[config.mk]
export PLATFORM = sky130hd
export DESIGN_NAME = mem_lsu
export DESIGN_NICKNAME = d
export VERILOG_FILES = /design/src/rtl/mem_lsu_pkg.sv /design/src/rtl/mem_align.sv /design/src/rtl/mem_lsu.sv
export SDC_FILE = /design/constraint.sdc
export NUM_CORES = 1
export LEC_CHECK = 0
export ABC_CLOCK_PERIOD_IN_PS = 2800
export CAP_MARGIN = 20
export CORE_MARGIN = 3
export CORE_UTILIZATION = 37
export DETAILED_ROUTE_END_ITERATION = 10
export PLACE_DENSITY = 0.78
export SYNTH_ARGS = -nofsm -noshare
export SYNTH_HDL_FRONTEND = slang
export SYNTH_HIERARCHICAL = 1
export SYNTH_SLANG_ARGS = --single-unit
[constraint.sdc]
create_clock -name clk -period 2.8 [get_ports clk]
set_input_delay 0.28 -clock clk [delete_from_list [all_inputs] [get_ports clk]]
set_output_delay 0.28 -clock clk [all_outputs]
set_load 0.01 [all_outputs]
[src/rtl/mem_lsu_pkg.sv]
// Shared definitions for the memory-access stage: op codes, access sizes, FSM states
// and small op-decode helpers.
package mem_lsu_pkg;

    typedef enum logic [3:0] {
        MEM_NONE = 4'd0,
        MEM_LB   = 4'd1,
        MEM_LBU  = 4'd2,
        MEM_LH   = 4'd3,
        MEM_LHU  = 4'd4,
        MEM_LW   = 4'd5,
        MEM_SB   = 4'd6,
        MEM_SH   = 4'd7,
        MEM_SW   = 4'd8
    } mem_op_e;

    typedef enum logic [1:0] {SzByte, SzHalf, SzWord} mem_size_e;

    typedef enum logic [1:0] {StIdle, StBusy, StDone} lsu_state_e;

    localparam int unsigned NOPRegAddr = 0;
    localparam int unsigned ZeroWord   = 0;

    function automatic logic is_load(input logic [3:0] op);
        return (op == MEM_LB) || (op == MEM_LBU) || (op == MEM_LH) ||
               (op == MEM_LHU) || (op == MEM_LW);
    endfunction

    function automatic logic is_store(input logic [3:0] op);
        return (op == MEM_SB) || (op == MEM_SH) || (op == MEM_SW);
    endfunction

    function automatic logic is_signed_load(input logic [3:0] op);
        return (op == MEM_LB) || (op == MEM_LH) || (op == MEM_LW);
    endfunction

    function automatic mem_size_e mem_size(input logic [3:0] op);
        if (op == MEM_LB || op == MEM_LBU || op == MEM_SB) return SzByte;
        if (op == MEM_LH || op == MEM_LHU || op == MEM_SH) return SzHalf;
        return SzWord;
    endfunction

endpackage

[src/rtl/mem_align.sv]
// Combinational lane steering for mem_lsu (big-endian lanes: lane 0 = MSB byte).
//  op        in   memory op code
//  offset    in   byte offset within the bus word
//  st_data   in   right-justified store data
//  rdata     in   raw bus read data
//  sel       out  byte-lane enables
//  wdata     out  store data replicated across lanes
//  ld_data   out  extracted and extended load value
module mem_align
    import mem_lsu_pkg::*;
#(
    parameter int unsigned DATA_W = 32,
    localparam int unsigned LANES  = DATA_W / 8,
    localparam int unsigned LANE_W = $clog2(LANES)
) (
    input  logic [3:0]        op,
    input  logic [LANE_W-1:0] offset,
    input  logic [DATA_W-1:0] st_data,
    input  logic [DATA_W-1:0] rdata,
    output logic [LANES-1:0]  sel,
    output logic [DATA_W-1:0] wdata,
    output logic [DATA_W-1:0] ld_data
);

    mem_size_e         size;
    logic [LANES-1:0]  sel_base;
    logic [DATA_W-1:0] shifted;
    logic              sext;

    always_comb begin
        size     = mem_size(op);
        sext     = is_signed_load(op);
        sel_base = '0;
        wdata    = '0;
        ld_data  = '0;
        // Addressed lane moved to the top so extraction is a fixed slice.
        shifted  = rdata << {offset, 3'b000};
        case (size)
            SzByte: begin
                sel_base[LANES-1] = 1'b1;
                wdata   = {LANES{st_data[7:0]}};
                ld_data = DATA_W'(shifted[DATA_W-1 -: 8]);
                if (sext && shifted[DATA_W-1]) ld_data = ld_data | ~DATA_W'(8'hFF);
            end
            SzHalf: begin
                sel_base[LANES-1 -: 2] = 2'b11;
                wdata   = {(LANES / 2){st_data[15:0]}};
                ld_data = DATA_W'(shifted[DATA_W-1 -: 16]);
                if (sext && shifted[DATA_W-1]) ld_data = ld_data | ~DATA_W'(16'hFFFF);
            end
            default: begin
                sel_base[LANES-1 -: 4] = 4'hF;
                wdata   = {(LANES / 4){st_data[31:0]}};
                ld_data = DATA_W'(shifted[DATA_W-1 -: 32]);
                // Mask is all-zero on a 32-bit bus, so this only matters for 64-bit.
                if (sext && shifted[DATA_W-1]) ld_data = ld_data | ~DATA_W'(32'hFFFF_FFFF);
            end
        endcase
        sel = sel_base >> offset;
    end

endmodule

[src/rtl/mem_lsu.sv]
// Memory-access pipeline stage: runs loads/stores over a req/ack bus, stalls upstream
// while busy, checks alignment, times out hung transfers. Non-memory ops pass through.
//  clk, rst (async, active-low)
//  wd/wreg/wdata/hi/lo/whilo _i -> _o   results forwarded to MEM/WB
//  mem_op_i, mem_addr_i, mem_wdata_i    memory op, byte address, store data
//  flush_i                              discard the instruction in this stage
//  stallreq_o, adel_o, ades_o, buserr_o stall request and exception pulses
//  dm_*                                 data-memory bus
module mem_lsu
    import mem_lsu_pkg::*;
#(
    parameter int unsigned DATA_W     = 32,
    parameter int unsigned ADDR_W     = 32,
    parameter int unsigned REG_ADDR_W = 5,
    parameter int unsigned TIMEOUT    = 255
) (
    input  logic                    clk,
    input  logic                    rst,
    input  logic [REG_ADDR_W-1:0]   wd_i,
    input  logic                    wreg_i,
    input  logic [DATA_W-1:0]       wdata_i,
    input  logic [DATA_W-1:0]       hi_i,
    input  logic [DATA_W-1:0]       lo_i,
    input  logic                    whilo_i,
    input  logic [3:0]              mem_op_i,
    input  logic [ADDR_W-1:0]       mem_addr_i,
    input  logic [DATA_W-1:0]       mem_wdata_i,
    input  logic                    flush_i,
    output logic [REG_ADDR_W-1:0]   wd_o,
    output logic                    wreg_o,
    output logic [DATA_W-1:0]       wdata_o,
    output logic [DATA_W-1:0]       hi_o,
    output logic [DATA_W-1:0]       lo_o,
    output logic                    whilo_o,
    output logic                    stallreq_o,
    output logic                    adel_o,
    output logic                    ades_o,
    output logic                    buserr_o,
    output logic                    dm_req_o,
    output logic                    dm_we_o,
    output logic [ADDR_W-1:0]       dm_addr_o,
    output logic [DATA_W/8-1:0]     dm_sel_o,
    output logic [DATA_W-1:0]       dm_wdata_o,
    input  logic                    dm_ack_i,
    input  logic [DATA_W-1:0]       dm_rdata_i
);

    localparam int unsigned LANES  = DATA_W / 8;
    localparam int unsigned LANE_W = $clog2(LANES);
    localparam int unsigned CNT_W  = $clog2(TIMEOUT + 2);

    lsu_state_e        state_q, state_d;
    logic [CNT_W-1:0]  cnt_q, cnt_d;
    logic [3:0]        op_q, op_d;
    logic [LANE_W-1:0] off_q, off_d;
    logic [ADDR_W-1:0] addr_q, addr_d;
    logic              we_q, we_d;
    logic [LANES-1:0]  sel_q, sel_d;
    logic [DATA_W-1:0] st_q, st_d;
    logic [DATA_W-1:0] result_q, result_d;
    logic              timeout_q, timeout_d;
    logic              killed_q, killed_d;

    logic              in_ld, in_st, misaligned, start, busy, timed_out, clear;
    mem_size_e         in_size;
    logic [3:0]        al_op;
    logic [LANE_W-1:0] al_off;
    logic [LANES-1:0]  al_sel;
    logic [DATA_W-1:0] al_wdata, al_ld;

    always_comb begin
        in_ld      = is_load(mem_op_i);
        in_st      = is_store(mem_op_i);
        in_size    = mem_size(mem_op_i);
        misaligned = (in_ld || in_st) &&
                     ((in_size == SzHalf && mem_addr_i[0]) ||
                      (in_size == SzWord && mem_addr_i[1:0] != 2'b00));
        busy       = (state_q == StBusy);
        start      = (state_q == StIdle) && (in_ld || in_st) && !misaligned && !flush_i;
        timed_out  = busy && !dm_ack_i && (TIMEOUT != 0) && (cnt_q == CNT_W'(TIMEOUT - 1));
        // Live inputs set up the request; the registered op drives load extraction.
        al_op      = (state_q == StIdle) ? mem_op_i : op_q;
        al_off     = (state_q == StIdle) ? mem_addr_i[LANE_W-1:0] : off_q;
    end

    mem_align #(
        .DATA_W (DATA_W)
    ) u_align (
        .op      (al_op),
        .offset  (al_off),
        .st_data (mem_wdata_i),
        .rdata   (dm_rdata_i),
        .sel     (al_sel),
        .wdata   (al_wdata),
        .ld_data (al_ld)
    );

    // State register.
    always_ff @(posedge clk or negedge rst) begin
        if (!rst) state_q <= StIdle;
        else      state_q <= state_d;
    end

    // Next state.
    always_comb begin
        state_d = state_q;
        unique case (state_q)
            StIdle:  if (start) state_d = StBusy;
            StBusy:  if (dm_ack_i || timed_out) state_d = StDone;
            StDone:  state_d = StIdle;
            default: state_d = StIdle;
        endcase
    end

    // Request, counter and result registers.
    always_comb begin
        cnt_d     = cnt_q;
        op_d      = op_q;
        off_d     = off_q;
        addr_d    = addr_q;
        we_d      = we_q;
        sel_d     = sel_q;
        st_d      = st_q;
        result_d  = result_q;
        timeout_d = timeout_q;
        killed_d  = killed_q;
        if (start) begin
            cnt_d     = '0;
            op_d      = mem_op_i;
            off_d     = mem_addr_i[LANE_W-1:0];
            addr_d    = {mem_addr_i[ADDR_W-1:LANE_W], {LANE_W{1'b0}}};
            we_d      = in_st;
            sel_d     = al_sel;
            st_d      = al_wdata;
            timeout_d = 1'b0;
            killed_d  = 1'b0;
        end
        if (busy) begin
            cnt_d = cnt_q + CNT_W'(1);
            // A flushed transfer still finishes on the bus; only its result is dropped.
            if (flush_i)   killed_d  = 1'b1;
            if (dm_ack_i)  result_d  = al_ld;
            if (timed_out) timeout_d = 1'b1;
        end
    end

    always_ff @(posedge clk or negedge rst) begin
        if (!rst) begin
            cnt_q     <= '0;
            op_q      <= 4'd0;
            off_q     <= '0;
            addr_q    <= '0;
            we_q      <= 1'b0;
            sel_q     <= '0;
            st_q      <= '0;
            result_q  <= '0;
            timeout_q <= 1'b0;
            killed_q  <= 1'b0;
        end else begin
            cnt_q     <= cnt_d;
            op_q      <= op_d;
            off_q     <= off_d;
            addr_q    <= addr_d;
            we_q      <= we_d;
            sel_q     <= sel_d;
            st_q      <= st_d;
            result_q  <= result_d;
            timeout_q <= timeout_d;
            killed_q  <= killed_d;
        end
    end

    // Outputs.
    always_comb begin
        wd_o       = wd_i;
        wreg_o     = wreg_i;
        wdata_o    = wdata_i;
        hi_o       = hi_i;
        lo_o       = lo_i;
        whilo_o    = whilo_i;
        stallreq_o = 1'b0;
        adel_o     = 1'b0;
        ades_o     = 1'b0;
        buserr_o   = 1'b0;
        dm_req_o   = busy;
        dm_we_o    = busy & we_q;
        dm_addr_o  = busy ? addr_q : '0;
        dm_sel_o   = busy ? sel_q : '0;
        dm_wdata_o = busy ? st_q : '0;
        case (state_q)
            StIdle: begin
                if (misaligned) begin
                    adel_o = in_ld;
                    ades_o = in_st;
                    wreg_o = 1'b0;
                end else if (in_ld || in_st) begin
                    stallreq_o = 1'b1;
                    wreg_o     = 1'b0;
                end
            end
            StBusy: begin
                stallreq_o = 1'b1;
                wreg_o     = 1'b0;
            end
            StDone: begin
                if (is_load(op_q)) wdata_o = result_q;
                wreg_o   = is_load(op_q) & wreg_i & !timeout_q & !killed_q;
                buserr_o = timeout_q & !killed_q;
            end
            default: ;
        endcase
        // Reset and out-of-transfer flush present a bubble to MEM/WB.
        clear = !rst || (flush_i && !busy);
        if (clear) begin
            wd_o       = REG_ADDR_W'(NOPRegAddr);
            wreg_o     = 1'b0;
            wdata_o    = DATA_W'(ZeroWord);
            hi_o       = DATA_W'(ZeroWord);
            lo_o       = DATA_W'(ZeroWord);
            whilo_o    = 1'b0;
            stallreq_o = 1'b0;
            adel_o     = 1'b0;
            ades_o     = 1'b0;
            buserr_o   = 1'b0;
        end
    end

endmodule

==> reports/qor.yml <==
global_route:
  grt_max_degree: 80
  grt_util_all_layers: 0.233
  grt_pass1_wl_um: 40900
  grtUsageMet2: 0.410
  grtUsageMet1: 0.276
  grt_antenna_before_repair: 0
  met3_usage: 0.0721
  grt_most_used_layer: "met2"
  grt_pass1_vias: 7407
  gr-total-overflow: 0
timing:
  period_minus_slack_ps: 2730
  slew_viol_final: 0
  final_hold_viol_count: 0
  setup_viol: 0
  rsz0062_at_grt: "yes"
  layout_setup_ws_ps: 70.9
  fmax_mhz: 366
  skew_ps: 9.23
  relSlewSlack: 0.517
  worstMarginPinSlew_ps: 724
  whs_ps: 423
  fin_crit_sh: 0.975
pwr:
  combPwrFrac: 0.379
  p_sw_frac: 0.308
  internal-power_uw: 5480
  seq_power_share: 0.337
  total_leakage_power_uw: 0.00567
  clkPwrFrac: 0.284
  worst_ir_drop_vdd_mv: 0.415
  p_per_area_nw_per_um2: 629
  p_sw_uw: 2440
setup_path:
  path_cells: "or3_1 -> nand4_1 -> nand2_1 -> a21oi_2 -> clkdlybuf4s50_1"
  slowest_delay_ps: 580
  crit_buf_inv: 1
  cp_top_family: "simple AND/OR/NAND/NOR gates"
  worstPathArrival_ps: 2450
  worstSetupEndpointType: "primary output"
  cp_max_fo: 4
  crit_required_ps: 2520
  cpMaxStageDelayCell: "clkdlybuf4s50_1"
  start_kind: "flip-flop"
  crit_type: "reg2out"
routing:
  drt_wl_total_um: 27300
  vias: 7398
  remaining_drc_errors: 0
  viasPerCell: 5.07
  post_drt_wl_per_cell_um: 18.7
  antenna_left: 0
  first_pass_iters: 9
  drtIter0Drc: 369
final_layout:
  area_growth_pct: 65.1
  n_antenna_cell: 0
  drive_gt1_frac: 0.141
  mostFrequentLayoutCells: "350 x clkdlybuf4s50_1, 139 x and2_1, 129 x nand2_1, 118 x dfrtp_1, 73 x mux2_2"
  layout.nets: 1391
  final_cells: 1460
  fin_util: 0.635
  fin_area_um2: 12600
  layout_commonest_cell: "clkdlybuf4s50_1"
placed_design:
  post_dp_cell_area_um2: 11800
  io_buffers: 381
  dpl.hpwl_um: 21000
  gp_congestion: 0.861
  dpl_worst_slack_ps: -178
  dp.cells: 1423
yosys:
  synthCells: 805
  syn_avg_cell_area_um2: 9.47
  synthFlopType: "dfrtp_1"
  ys_warn_count: 6
  yosysSeqAreaShare: 0.387
  synthTopCellsByArea: "dfrtp_1 39%, and2_1 11%, mux2_2 11%"
  async_reset_ff_frac: 1.00
  syn_area_um2: 7630
  ys_types: 59
  synth_edf_count: 0
  synth_seq_cells: 118
  synth_top_area_share: 0.387
  synth_top_area_cell: "dfrtp_1"
clocking:
  clock_sinks: 118
  insertion_delay_ps: 410
  cts.clk_slew.worst_paths_ps: 60
  cts_buffers: 17
  htreeDepth: 4
  tritoncts: "done"
  cts-root-buf: "clkbuf_16"
  clockBufferDepth: 2
floorplan:
  start_util: 0.384
  coreArea_um2: 19800
  io_pins: 384
  die_area_um2: 22400
  rows: 51
  die_h_um: 150
  die_x_um: 150
run:
  drv_cap: 0
run_status:
  outcome: "completed"
hold_path:
  min_path_type: "in2async"
==> power by group through the flow <==
stage               Sequential, µW  Combinational (µW)  Clock [µW]
global placement              2650                2920           0
detailed placement            2690                2980           0
floorplan                     2570                1730           0
CTS                           2660                3000        2280
finish                        2670                3000        2250
global route                  2760                3270        2370
==> area by class of cell <==
cell class	count	area (µm²)
repair buffers	426	4360
flip-flops and latches	118	2950
inverters	16	60.1
clock buffers	20	467
well taps	265	332
fillers	1660	7250
multi-input cells	603	4270
clock inverters	12	151
==> sequential cells by signal (all words and copies together), names as in the netlist <==
| signal | count |
|---|---|
| op_q | 4 |
| addr_q | 30 |
| result_q | 32 |
| cnt_q | 9 |
| off_q | 2 |
| timeout_q | 1 |
| sel_q | 4 |
| we_q | 1 |
| state_q | 2 |
| killed_q | 1 |
| st_q | 32 |
==> final timing paths <==
kind                                        startpoint                       end  slack [ps]  depth (start not counted)
worst min-delay path                               rst      st_q[23]$_DFFE_PN0P_         420                          3
worst max-delay path               op_q[1]$_DFFE_PN0P_               wdata_o[13]          70                          5
min in group clk                         mem_addr_i[2]     addr_q[2]$_DFFE_PN0P_         460                          2
worst max register to register  state_q[0]$_DFFE_PN0P_  result_q[11]$_DFFE_PN0P_         190                          9
max in group asynchronous                          rst  result_q[13]$_DFFE_PN0P_        1790                          4
worst min register to register     st_q[1]$_DFFE_PN0P_       st_q[1]$_DFFE_PN0P_         480                          1
==> Yosys cell counts (4+ instances only) <==
cell type / instances
a32oi_1: 8
nor3_1: 6
nand2_1: 129
o2bb2ai_1: 8
nand4_1: 4
o21ai_0: 23
nand2b_1: 4
a21oi_1: 35
buf_2: 12
o311ai_0: 7
dfrtp_1: 118
inv_1: 16
mux2i_1: 27
mux2_1: 52
or2b_1: 5
buf_1: 4
buf_6: 9
a222oi_1: 8
and2_1: 139
clkbuf_1: 32
nor2_1: 21
mux2_2: 73
buf_4: 12
==> metal layers <==
metal | up-vias | wire (µm)
met3 | 33 | 2340
met5 | - | 0
met4 | 0 | 568
met1 | 3575 | 10300
met2 | 288 | 14100
li1 | 3502 | -
==> repair_timing <==
| action | CTS | global route |
|---|---|---|
| gates cloned | 0 | 1 |
| setup endpoints to repair | 11 | 39 |
| pin swaps | 1 | 1 |
| buffers inserted | 0 | 2 |
| resized for setup | 4 | 32 |
| endpoints found under the hold margin | 0 | 10 |
| hold buffers | 0 | 1 |
==> worst register-to-register path, stage by stage (launching register included) <==
cell	delay (ps)
dfrtp_1	450
nor2_1	150
buf_4	180
mux2_2	410
or3b_1	420
a21oi_2	200
buf_12	190
or2b_1	250
o311ai_0	90
mux2_2	220
==> through the flow <==
step	power [µW]	setup TNS, ps
2_1_floorplan	4300	0
3_5_place_dp	5670	-178
6_report	7920	0
4_1_cts	7940	0
3_3_place_gp	5570	-170
5_1_grt	8400	-5.36
==> cell families after synthesis <==
family / after synthesis / synth area share
muxes: 153 / 0.223
DFF: 118 / 0.387
and+or+nand+nor: 337 / 0.231
buffers and inverters: 85 / 0.0586
adders and majority gates: 3 / 0.00459
xor gates and xnor gates: 1 / 0.00115
other: 1 / 0.000492
AOI/OAI and AO/OA: 107 / 0.0940
Power figures use the tool's default switching activity.
